**config.mk**
```make
export PLATFORM = sky130hd
export DESIGN_NAME = fp_mul_round
export DESIGN_NICKNAME = d
export VERILOG_FILES = /design/src/rtl/fp_mul_round.sv
export SDC_FILE = /design/constraint.sdc
export NUM_CORES = 1
export LEC_CHECK = 0
export CORE_ASPECT_RATIO = 0.7
export CORE_MARGIN = 2
export CORE_UTILIZATION = 45
export DETAILED_ROUTE_END_ITERATION = 10
export GPL_ROUTABILITY_DRIVEN = 0
export GPL_TIMING_DRIVEN = 0
export PLACE_DENSITY = 0.74
export SYNTH_ARGS = -nofsm -noshare
export SYNTH_HDL_FRONTEND = slang
export SYNTH_SLANG_ARGS = --single-unit
```
**constraint.sdc**
```tcl
create_clock -name clk -period 4.42 [get_ports clk]
set_input_delay 0.884 -clock clk [delete_from_list [all_inputs] [get_ports clk]]
set_output_delay 0.884 -clock clk [all_outputs]
set_load 0.05 [all_outputs]
```
**src/rtl/fp_mul_round.sv**
```systemverilog
// rtl/fp_mul_round.sv - two-stage FP32 multiply back end: normalize, round to nearest even, pack
// Stage 1 normalizes the 48-bit product. Stage 2 rounds it and resolves overflow, underflow and special operands.
module fp_mul_round (
  input  logic        clk,
  input  logic        rst_n,
  input  logic        in_valid,
  output logic        in_ready,
  input  logic        in_sign,
  input  logic [8:0]  in_exp,
  input  logic [47:0] in_man,
  input  logic        in_zero,
  input  logic        in_inf,
  input  logic        in_nan,
  output logic        out_valid,
  input  logic        out_ready,
  output logic [31:0] out_result,
  output logic        out_ovf,
  output logic        out_unf,
  output logic        out_inexact
);

  logic adv;
  assign adv      = !out_valid || out_ready;
  assign in_ready = adv;

  logic               s1_valid, s1_sign, s1_guard, s1_sticky, s1_zero, s1_inf, s1_nan;
  logic signed [9:0]  s1_exp;
  logic [23:0]        s1_kept;

  logic [23:0]        n_kept;
  logic               n_guard, n_sticky;
  logic signed [9:0]  n_exp;

  always_comb begin
    n_kept   = in_man[46:23];
    n_guard  = in_man[22];
    n_sticky = |in_man[21:0];
    if (in_man[47]) begin
      n_kept   = in_man[47:24];
      n_guard  = in_man[23];
      n_sticky = |in_man[22:0];
    end
    n_exp = $signed({1'b0, in_exp}) - 10'sd127 + $signed({9'd0, in_man[47]});
  end

  always_ff @(posedge clk or negedge rst_n) begin
    if (!rst_n) begin
      s1_valid  <= 1'b0;
      s1_sign   <= 1'b0;
      s1_exp    <= '0;
      s1_kept   <= '0;
      s1_guard  <= 1'b0;
      s1_sticky <= 1'b0;
      s1_zero   <= 1'b0;
      s1_inf    <= 1'b0;
      s1_nan    <= 1'b0;
    end else if (adv) begin
      s1_valid  <= in_valid;
      s1_sign   <= in_sign;
      s1_exp    <= n_exp;
      s1_kept   <= n_kept;
      s1_guard  <= n_guard;
      s1_sticky <= n_sticky;
      s1_zero   <= in_zero;
      s1_inf    <= in_inf;
      s1_nan    <= in_nan;
    end
  end

  // A round-up carry only escapes when kept is all ones; the 23-bit fraction then wraps to zero.
  logic               round_up, carry;
  logic [22:0]        r_frac;
  logic signed [9:0]  r_exp;
  logic [31:0]        n_result;
  logic               n_ovf, n_unf, n_inexact;

  always_comb begin
    round_up  = s1_guard && (s1_sticky || s1_kept[0]);
    carry     = round_up && (&s1_kept);
    r_frac    = s1_kept[22:0] + {22'd0, round_up};
    r_exp     = s1_exp + $signed({9'd0, carry});
    n_result  = {s1_sign, r_exp[7:0], r_frac};
    n_ovf     = 1'b0;
    n_unf     = 1'b0;
    n_inexact = s1_guard || s1_sticky;
    if (r_exp >= 10'sd255) begin
      n_result  = {s1_sign, 8'hFF, 23'd0};
      n_ovf     = 1'b1;
      n_inexact = 1'b1;
    end else if (r_exp <= 10'sd0) begin
      n_result  = {s1_sign, 31'd0};
      n_unf     = 1'b1;
      n_inexact = 1'b1;
    end
    if (s1_nan || s1_inf || s1_zero) begin
      n_ovf     = 1'b0;
      n_unf     = 1'b0;
      n_inexact = 1'b0;
      if (s1_nan)      n_result = 32'h7FC00000;
      else if (s1_inf) n_result = {s1_sign, 8'hFF, 23'd0};
      else             n_result = {s1_sign, 31'd0};
    end
  end

  always_ff @(posedge clk or negedge rst_n) begin
    if (!rst_n) begin
      out_valid   <= 1'b0;
      out_result  <= '0;
      out_ovf     <= 1'b0;
      out_unf     <= 1'b0;
      out_inexact <= 1'b0;
    end else if (adv) begin
      out_valid   <= s1_valid;
      out_result  <= n_result;
      out_ovf     <= n_ovf;
      out_unf     <= n_unf;
      out_inexact <= n_inexact;
    end
  end

endmodule
```
## After elaboration in Yosys (flattened, before gate mapping)

Cells that the tools add are included.

- Register bits after elaboration: 77
- Input bits: 65
- Word-level logic and storage cells: 47

- Add/subtract/negate cells: 4
- Order comparisons: 2
- Mux-type cells: 16
- Reduce and logical (&&, ||, !) cells: 11

Operator list:

| operator | count |
|---|---|
| 31-bit two-way mux | 3 |
| 32-bit two-way mux | 2 |
| 24-bit two-way mux | 1 |
| 24-bit AND reduction | 1 |
| 23-bit by 1-bit adder with 23-bit output | 1 |
| 23-bit OR reduction | 1 |
| 22-bit OR reduction | 1 |
| 10-bit by 2-bit adder with 10-bit output | 2 |
| 10-bit by 9-bit >= comparator with 1-bit output, second input constant | 1 |
| 10-bit by 1-bit <= comparator with 1-bit output, second input constant | 1 |
| 1-bit two-way mux | 10 |
| 9-bit by 7-bit subtractor with 10-bit output, second input constant | 1 |
| 1-bit logical OR | 5 |
| 1-bit logical AND | 2 |
| 1-bit logical NOT | 1 |

## Longest topological paths before layout

Gate-level depths: netlist of run 1.

- Depth after elaboration: 8
- Depth in mapped cells: 13
- Depth with buffers taken out: 12

## Worst setup path before layout of run 1

No wires, ideal clock.

- Kind: register to register
- From: register s1_kept[4]
- To: register out_result[22]
- Arrival time: 3.269 ns
- Required time: 4.340 ns
- Slack: 1.071 ns
- Cell stages (with the launch flop): 14
- Buffers on the path: 1
- Period minus slack after synthesis: 3.349 ns
- Path through: dfrtp_1 -> nand4_1 -> nor3_1 -> nand3_1 -> nor4_1 -> ha_1 -> ha_1 -> nand2_1 -> nor3_1 -> xnor2_1 -> nand2_1 -> or4_4 -> buf_6 -> o22ai_2

- Longest elaborated chain between the ends: 7

RTL lines:

| what | line | text |
|---|---|---|
| start, declared | 28 | `logic [23:0] s1_kept;` |
| start signal, assigned | 61 | `s1_kept <= n_kept;` |
| 24-bit AND reduction | 79 | `carry = round_up && (&s1_kept);` |
| 1-bit logical AND | 79 |  |
| 10-bit by 2-bit adder with 10-bit output | 81 | `r_exp = s1_exp + $signed({9'd0, carry});` |
| 10-bit by 1-bit <= comparator with 1-bit output | 90 | `end else if (r_exp <= 10'sd0) begin` |
| 31-bit two-way mux | 90 |  |
| 31-bit two-way mux * | 86 | `if (r_exp >= 10'sd255) begin` |
| 32-bit two-way mux * | 95 | `if (s1_nan \|\| s1_inf \|\| s1_zero) begin` |
| end signal, assigned | 114 | `out_result <= n_result;` |
| end, declared | 16 | `output logic [31:0] out_result,` |

Every way passes the cells marked *; elsewhere a longest branch is shown, timed or not.
A chain may end at the register's enable or synchronous reset.

## Final worst setup path of run 1

- From: register s1_kept[4]
- To: register out_result[11]

The elaborated chain is that of the path after synthesis.

==> flow_summary.json, run 1 <==
{
  "detail-route-antenna-nets": 0,
  "die_w_um": 117,
  "dp_slack_ns": 0.490,
  "nets": 620,
  "cts_root_buffer": "clkbuf_16",
  "stdcell_count": 673,
  "grt_pass1_vias": 3417,
  "hold_path.class": "in -> async",
  "cts.sinks": 77,
  "drv_slew": 0,
  "p_leak_nw": 2.32,
  "layout_setup_ws_ns": 0.420,
  "synth_seq_cells": 77,
  "h-tree-depth": 3,
  "clock.fmax_mhz": 250,
  "grt_max_degree": 61,
  "crit_fanout": 10,
  "antenna_found_initial": 0,
  "clk_latency_ns": 0.33,
  "vdd_drop_max_v": 0.000192,
  "synth_nets": 508,
  "cts_buffer_depth": 2,
  "area_delta_synth_final_pct": 37.7,
  "first_iter_violations": 225,
  "n_antenna_cell": 0,
  "worst_slew_pin_slew_ns": 0.790,
  "ctsResizeCount": 0,
  "p_per_area_nw_per_um2": 414,
  "syn_area_um2": 4050,
  "seq_area_frac_synth": 0.476,
  "place_inst": 659,
  "routed_wl_um": 10400,
  "synth_cell_types": 47,
  "num_vias": 3601,
  "cts_tree": "yes",
  "first_pass_iters": 5,
  "grt_pass1_wl_um": 16800,
  "slew_headroom": 0.474,
  "numCtsBuffers": 9,
  "hpwl_um": 7900,
  "synth_edf_count": 0,
  "synth.avg_cell_area_um2": 9.24,
  "yosys-top-cells-count": "nand2_1 (91), dfrtp_1 (77), o21ai_0 (37)",
  "setup.worst_path.class": "reg -> reg",
  "dieArea_um2": 9780,
  "yosysTopAreaCellShare": 0.476,
  "syn_inst": 438,
  "rsz0062_at_grt": "no",
  "wire_per_inst_um": 15.5,
  "final_util": 0.649,
  "cts_hold_buf": 0,
  "via_per_inst": 5.35,
  "skew_ns": 0.00933,
  "yosys_warnings": 0,
  "rrSetupSlack_ns": 0.42,
  "clk_pin_slew_worst_paths_ns": 0.06,
  "outcome": "completed",
  "crit_arrival_ns": 4.26,
  "synth-async-reset-ratio": 1.00,
  "crit_path_end_kind": "flip-flop",
  "setup_viol": 0,
  "layout_min_cycle_time_ns": 4.00,
  "place.port_buffers": 100,
  "grt_overflow": 0,
  "crit_start": "s1_kept[4]",
  "core_area_um2": 8580,
  "yosys.area_share.xor_xnor": 0.0779,
  "finalHoldViolations": 0,
  "r2r-start": "s1_kept[4]",
  "finalCritPeriodShare": 0.905,
  "start_util": 0.472,
  "cap_violations": 0,
  "cts_setup_buffers": 0,
  "synthSimpleGateAreaFrac": 0.212,
  "synth_area_leader_cell": "dfrtp_1",
  "synth_top_family_by_area": "simple AND/OR/NAND/NOR gates",
  "chipHeight_um": 83.4,
  "synth_most_common_cell": "nand2_1",
  "synthFlopType": "dfrtp_1",
  "num_io_pins": 102,
  "muxShareOfSynthArea": 0.0618,
  "drcViolationCount": 0,
  "required_ns": 4.68,
  "grt_usage": 0.215,
  "synth_compound_area_frac": 0.120,
  "row_count": 28,
  "drive_gt1_frac": 0.0850,
  "synthTopCellsByArea": "dfrtp_1 (48%), nand2_1 (8.4%), mux2i_1 (6.2%)",
  "synthAdderAreaFrac": 0.0155,
  "p_total_mw": 2.31,
  "critPathLaunchType": "flip-flop"
}
==> routing by layer <==
layer	global-route usage	wire [um]	vias to the layer above
met2	0.356	4960	134
met4	0.0482	108	0
li1	-	-	1721
met1	0.288	4690	1736
met5	0	0	-
met3	0.0515	653	10
==> kinds of logic after synthesis <==
group           after synthesis
compound gates               75
xor+xnor                     36
fa+ha+maj                     5
buf+inv                      34
flops                        77
mux                          25
simple gates                186
==> worst paths after layout <==
kind,endpoint,cells after the start
max in group asynchronous,out_result[8],2
hold / removal,s1_valid,1
setup reg to reg,out_result[11],13
min in group clk,s1_valid,2
setup / recovery,out_result[11],13
hold reg to reg,s1_valid,2
==> cell usage in the layout, fill, tap and decap left out, types with 16 or more instances in the layout <==
| cell type | n |
|---|---|
| clkdlybuf4s50_1 | 99 |
| nand2_1 | 91 |
| clkbuf_1 | 16 |
| xnor2_1 | 21 |
| mux2i_1 | 25 |
| dfrtp_1 | 77 |
| o21ai_0 | 37 |
| nor2_1 | 31 |
| o21ai_2 | 19 |
==> metrics by stage <==
step	cell area, um2	hold WS [ns]	setup TNS, ns
floorplan	4050	0.430	0
global placement	5200	0.442	-10.78
detailed placement	5220	0.455	0
CTS	5570	0.425	0
global route	5570	0.438	0
finish	5570	0.419	0
==> layout make-up <==
class | count | area [um2]
buffer | 22 | 101
clock buffer | 9 | 225
clock inverter | 5 | 125
fill | 703 | 3010
inverter | 12 | 45.0
multi-input combinational | 327 | 1970
sequential | 77 | 1930
tap | 120 | 150
timing repair buffer | 101 | 1030
==> registers in the layout, summed over array words and instances (netlist names) <==
name / count
s1_sign: 1
s1_sticky: 1
s1_valid: 1
s1_inf: 1
out_valid: 1
s1_kept: 24
s1_exp: 10
s1_zero: 1
out_result: 32
s1_nan: 1
s1_guard: 1
out_unf: 1
out_ovf: 1
out_inexact: 1
==> critical path, cell delays in order, from the launching register on <==
cell and delay, ns:
dfrtp_1 0.46, nand4_1 0.25, nor3_1 0.50, nand3_1 0.16, nor4_1 0.32, ha_1 0.32, ha_1 0.27, nand2_1 0.15
nor3_1 0.20, xnor2_1 0.22, nand2_1 0.16, or4_4 0.58, buf_6 0.19, o21ai_2 0.15
==> report_power, final <==
part           total, mW  switching (mW)  internal, mW
combinational      0.554           0.335         0.218
sequential         0.875          0.0811         0.794
clock              0.878           0.276         0.601
total               2.31           0.693          1.61
No activity file was read; power rests on OpenSTA's default activity.
==> run 2, diff against run 1 <==
--- a/config.mk
+++ b/config.mk
@@ -9,7 +9,6 @@
 export CORE_MARGIN = 2
 export CORE_UTILIZATION = 45
 export DETAILED_ROUTE_END_ITERATION = 10
-export GPL_ROUTABILITY_DRIVEN = 0
 export GPL_TIMING_DRIVEN = 0
 export PLACE_DENSITY = 0.74
 export SYNTH_ARGS = -nofsm -noshare
==> flow_summary.json, run 2 (synthesis results as in run 1) <==
{
  "outcome": "completed",
  "cts.sinks": 77,
  "finalHoldViolations": 0,
  "die_w_um": 117,
  "layout_setup_ws_ns": 0.486,
  "fillers": 730,
  "critPathLaunchType": "flip-flop",
  "setup_viol": 0,
  "nets": 620,
  "area_delta_synth_final_pct": 35.7,
  "clk_pin_slew_worst_paths_ns": 0.06,
  "hold_path.class": "in -> async",
  "via_per_inst": 5.22,
  "stdcell_count": 675,
  "ctsResizeCount": 0,
  "p_leak_nw": 2.27,
  "layout_common_cells": "clkdlybuf4s50_1 (99), nand2_1 (91), dfrtp_1 (77), o21ai_0 (37), nor2_1 (31)",
  "row_count": 28,
  "cts_hold_buf": 0,
  "routed_wl_um": 10300,
  "multi_input_area_um2": 1970,
  "num_vias": 3524,
  "crit_arrival_ns": 4.19,
  "layout_min_cycle_time_ns": 3.93,
  "place_inst": 659,
  "grt_overflow": 0,
  "skew_ns": 0.00843,
  "finalCritPeriodShare": 0.890,
  "vdd_drop_max_v": 0.000194,
  "clock.fmax_mhz": 254,
  "detail-route-antenna-nets": 0,
  "dieArea_um2": 9780,
  "tns_ns": 0,
  "cap_violations": 0,
  "start_util": 0.472,
  "required_ns": 4.68,
  "place.port_buffers": 100,
  "seq_area_um2": 1930,
  "drcViolationCount": 0,
  "grt_usage": 0.221,
  "grt_pass1_wl_um": 17100,
  "reg.largest.list": "out_result (32), s1_kept (24), s1_exp (10)",
  "p_per_area_nw_per_um2": 382,
  "chipHeight_um": 83.4,
  "drive_gt1_frac": 0.0847,
  "dp_slack_ns": 0.498,
  "stdcell_area_um2": 5490,
  "hpwl_um": 7930,
  "n_antenna_cell": 0,
  "first_iter_violations": 238,
  "num_io_pins": 102,
  "crit_fanout": 10,
  "holdWs_ns": 0.436,
  "final_common_cell": "clkdlybuf4s50_1",
  "clk_latency_ns": 0.34,
  "dpl-instance-area_um2": 5220,
  "cts_root_buffer": "clkbuf_16",
  "grt_pass1_vias": 3356,
  "worst_slew_pin_slew_ns": 0.799,
  "slew_headroom": 0.468,
  "numCtsBuffers": 9,
  "top_register": "out_result",
  "wire_per_inst_um": 15.3,
  "largest_reg_flops": 32,
  "crit_path_end_kind": "flip-flop",
  "drv_slew": 0,
  "h-tree-depth": 3,
  "gp_congestion": 0.875,
  "setup.worst_path.class": "reg -> reg",
  "cts_tree": "yes",
  "cts_buffer_depth": 2,
  "rsz0062_at_grt": "no",
  "first_pass_iters": 4,
  "cts_setup_buffers": 0,
  "antenna_found_initial": 0,
  "core_area_um2": 8580,
  "grt_max_degree": 57
}
-- run 2: changes by cell type in the layout (fill, tap and decap cells not counted) --
cell	before	now
clkbuf_1	16	18
clkinv_4	0	2
clkinvlp_4	0	2
bufinv_16	4	0
-- run 2: report_power, final --
group / switching, mW / internal, mW / total, mW
Combinational: 0.334 / 0.219 / 0.553
Clock: 0.292 / 0.381 / 0.673
Sequential: 0.0811 / 0.793 / 0.874
Total: 0.707 / 1.39 / 2.10
-- run 2: layout make-up --
class,instances,share of cell area
Multi-Input combinational cell,327,0.359
Sequential cell,77,0.351
Timing Repair Buffer,101,0.187
Clock buffer,11,0.0424
Tap cell,120,0.0273
Buffer,22,0.0184
Inverter,12,0.00820
Clock inverter,5,0.00683
-- run 2: layer usage --
metal	share of wire	track usage	vias to the layer above	routed length, um
met5	0	0	-	0
met4	0.017	0.0712	0	179
met3	0.061	0.0446	12	626
met2	0.45	0.338	122	4630
met1	0.47	0.316	1666	4890
li1	-	-	1724	-
-- run 2: worst paths after layout --
check | from | endpoint | slack, ns | cells after the start
min in group clk | s1_valid | out_valid | 0.46 | 1
setup reg to reg | s1_kept[4] | out_result[17] | 0.49 | 13
hold reg to reg | s1_valid | out_valid | 0.46 | 1
setup / recovery | s1_kept[4] | out_result[17] | 0.49 | 13
hold / removal | rst_n | s1_valid | 0.44 | 1
max in group asynchronous | rst_n | s1_kept[3] | 3.41 | 2
-- run 2: worst max-delay path, cell delays in order, from the launching register on --
cell	delay [ns]
dfrtp_1	0.43
nand4_1	0.23
nor3_1	0.50
nand3_1	0.17
nor4_1	0.32
ha_1	0.31
ha_1	0.27
nand2_1	0.15
nor3_1	0.21
xnor2_1	0.21
nand2_1	0.16
or4_4	0.58
buf_6	0.19
o21ai_2	0.14
-- run 2: stage by stage --
| step | power [mW] | utilization |
|---|---|---|
| 6_report | 2.10 | 0.640 |
| 3_3_place_gp | 1.42 | 0.606 |
| 3_5_place_dp | 1.44 | 0.609 |
| 5_1_grt | 2.20 | 0.640 |
| 2_1_floorplan | 1.21 | - |
| 4_1_cts | 2.11 | 0.640 |
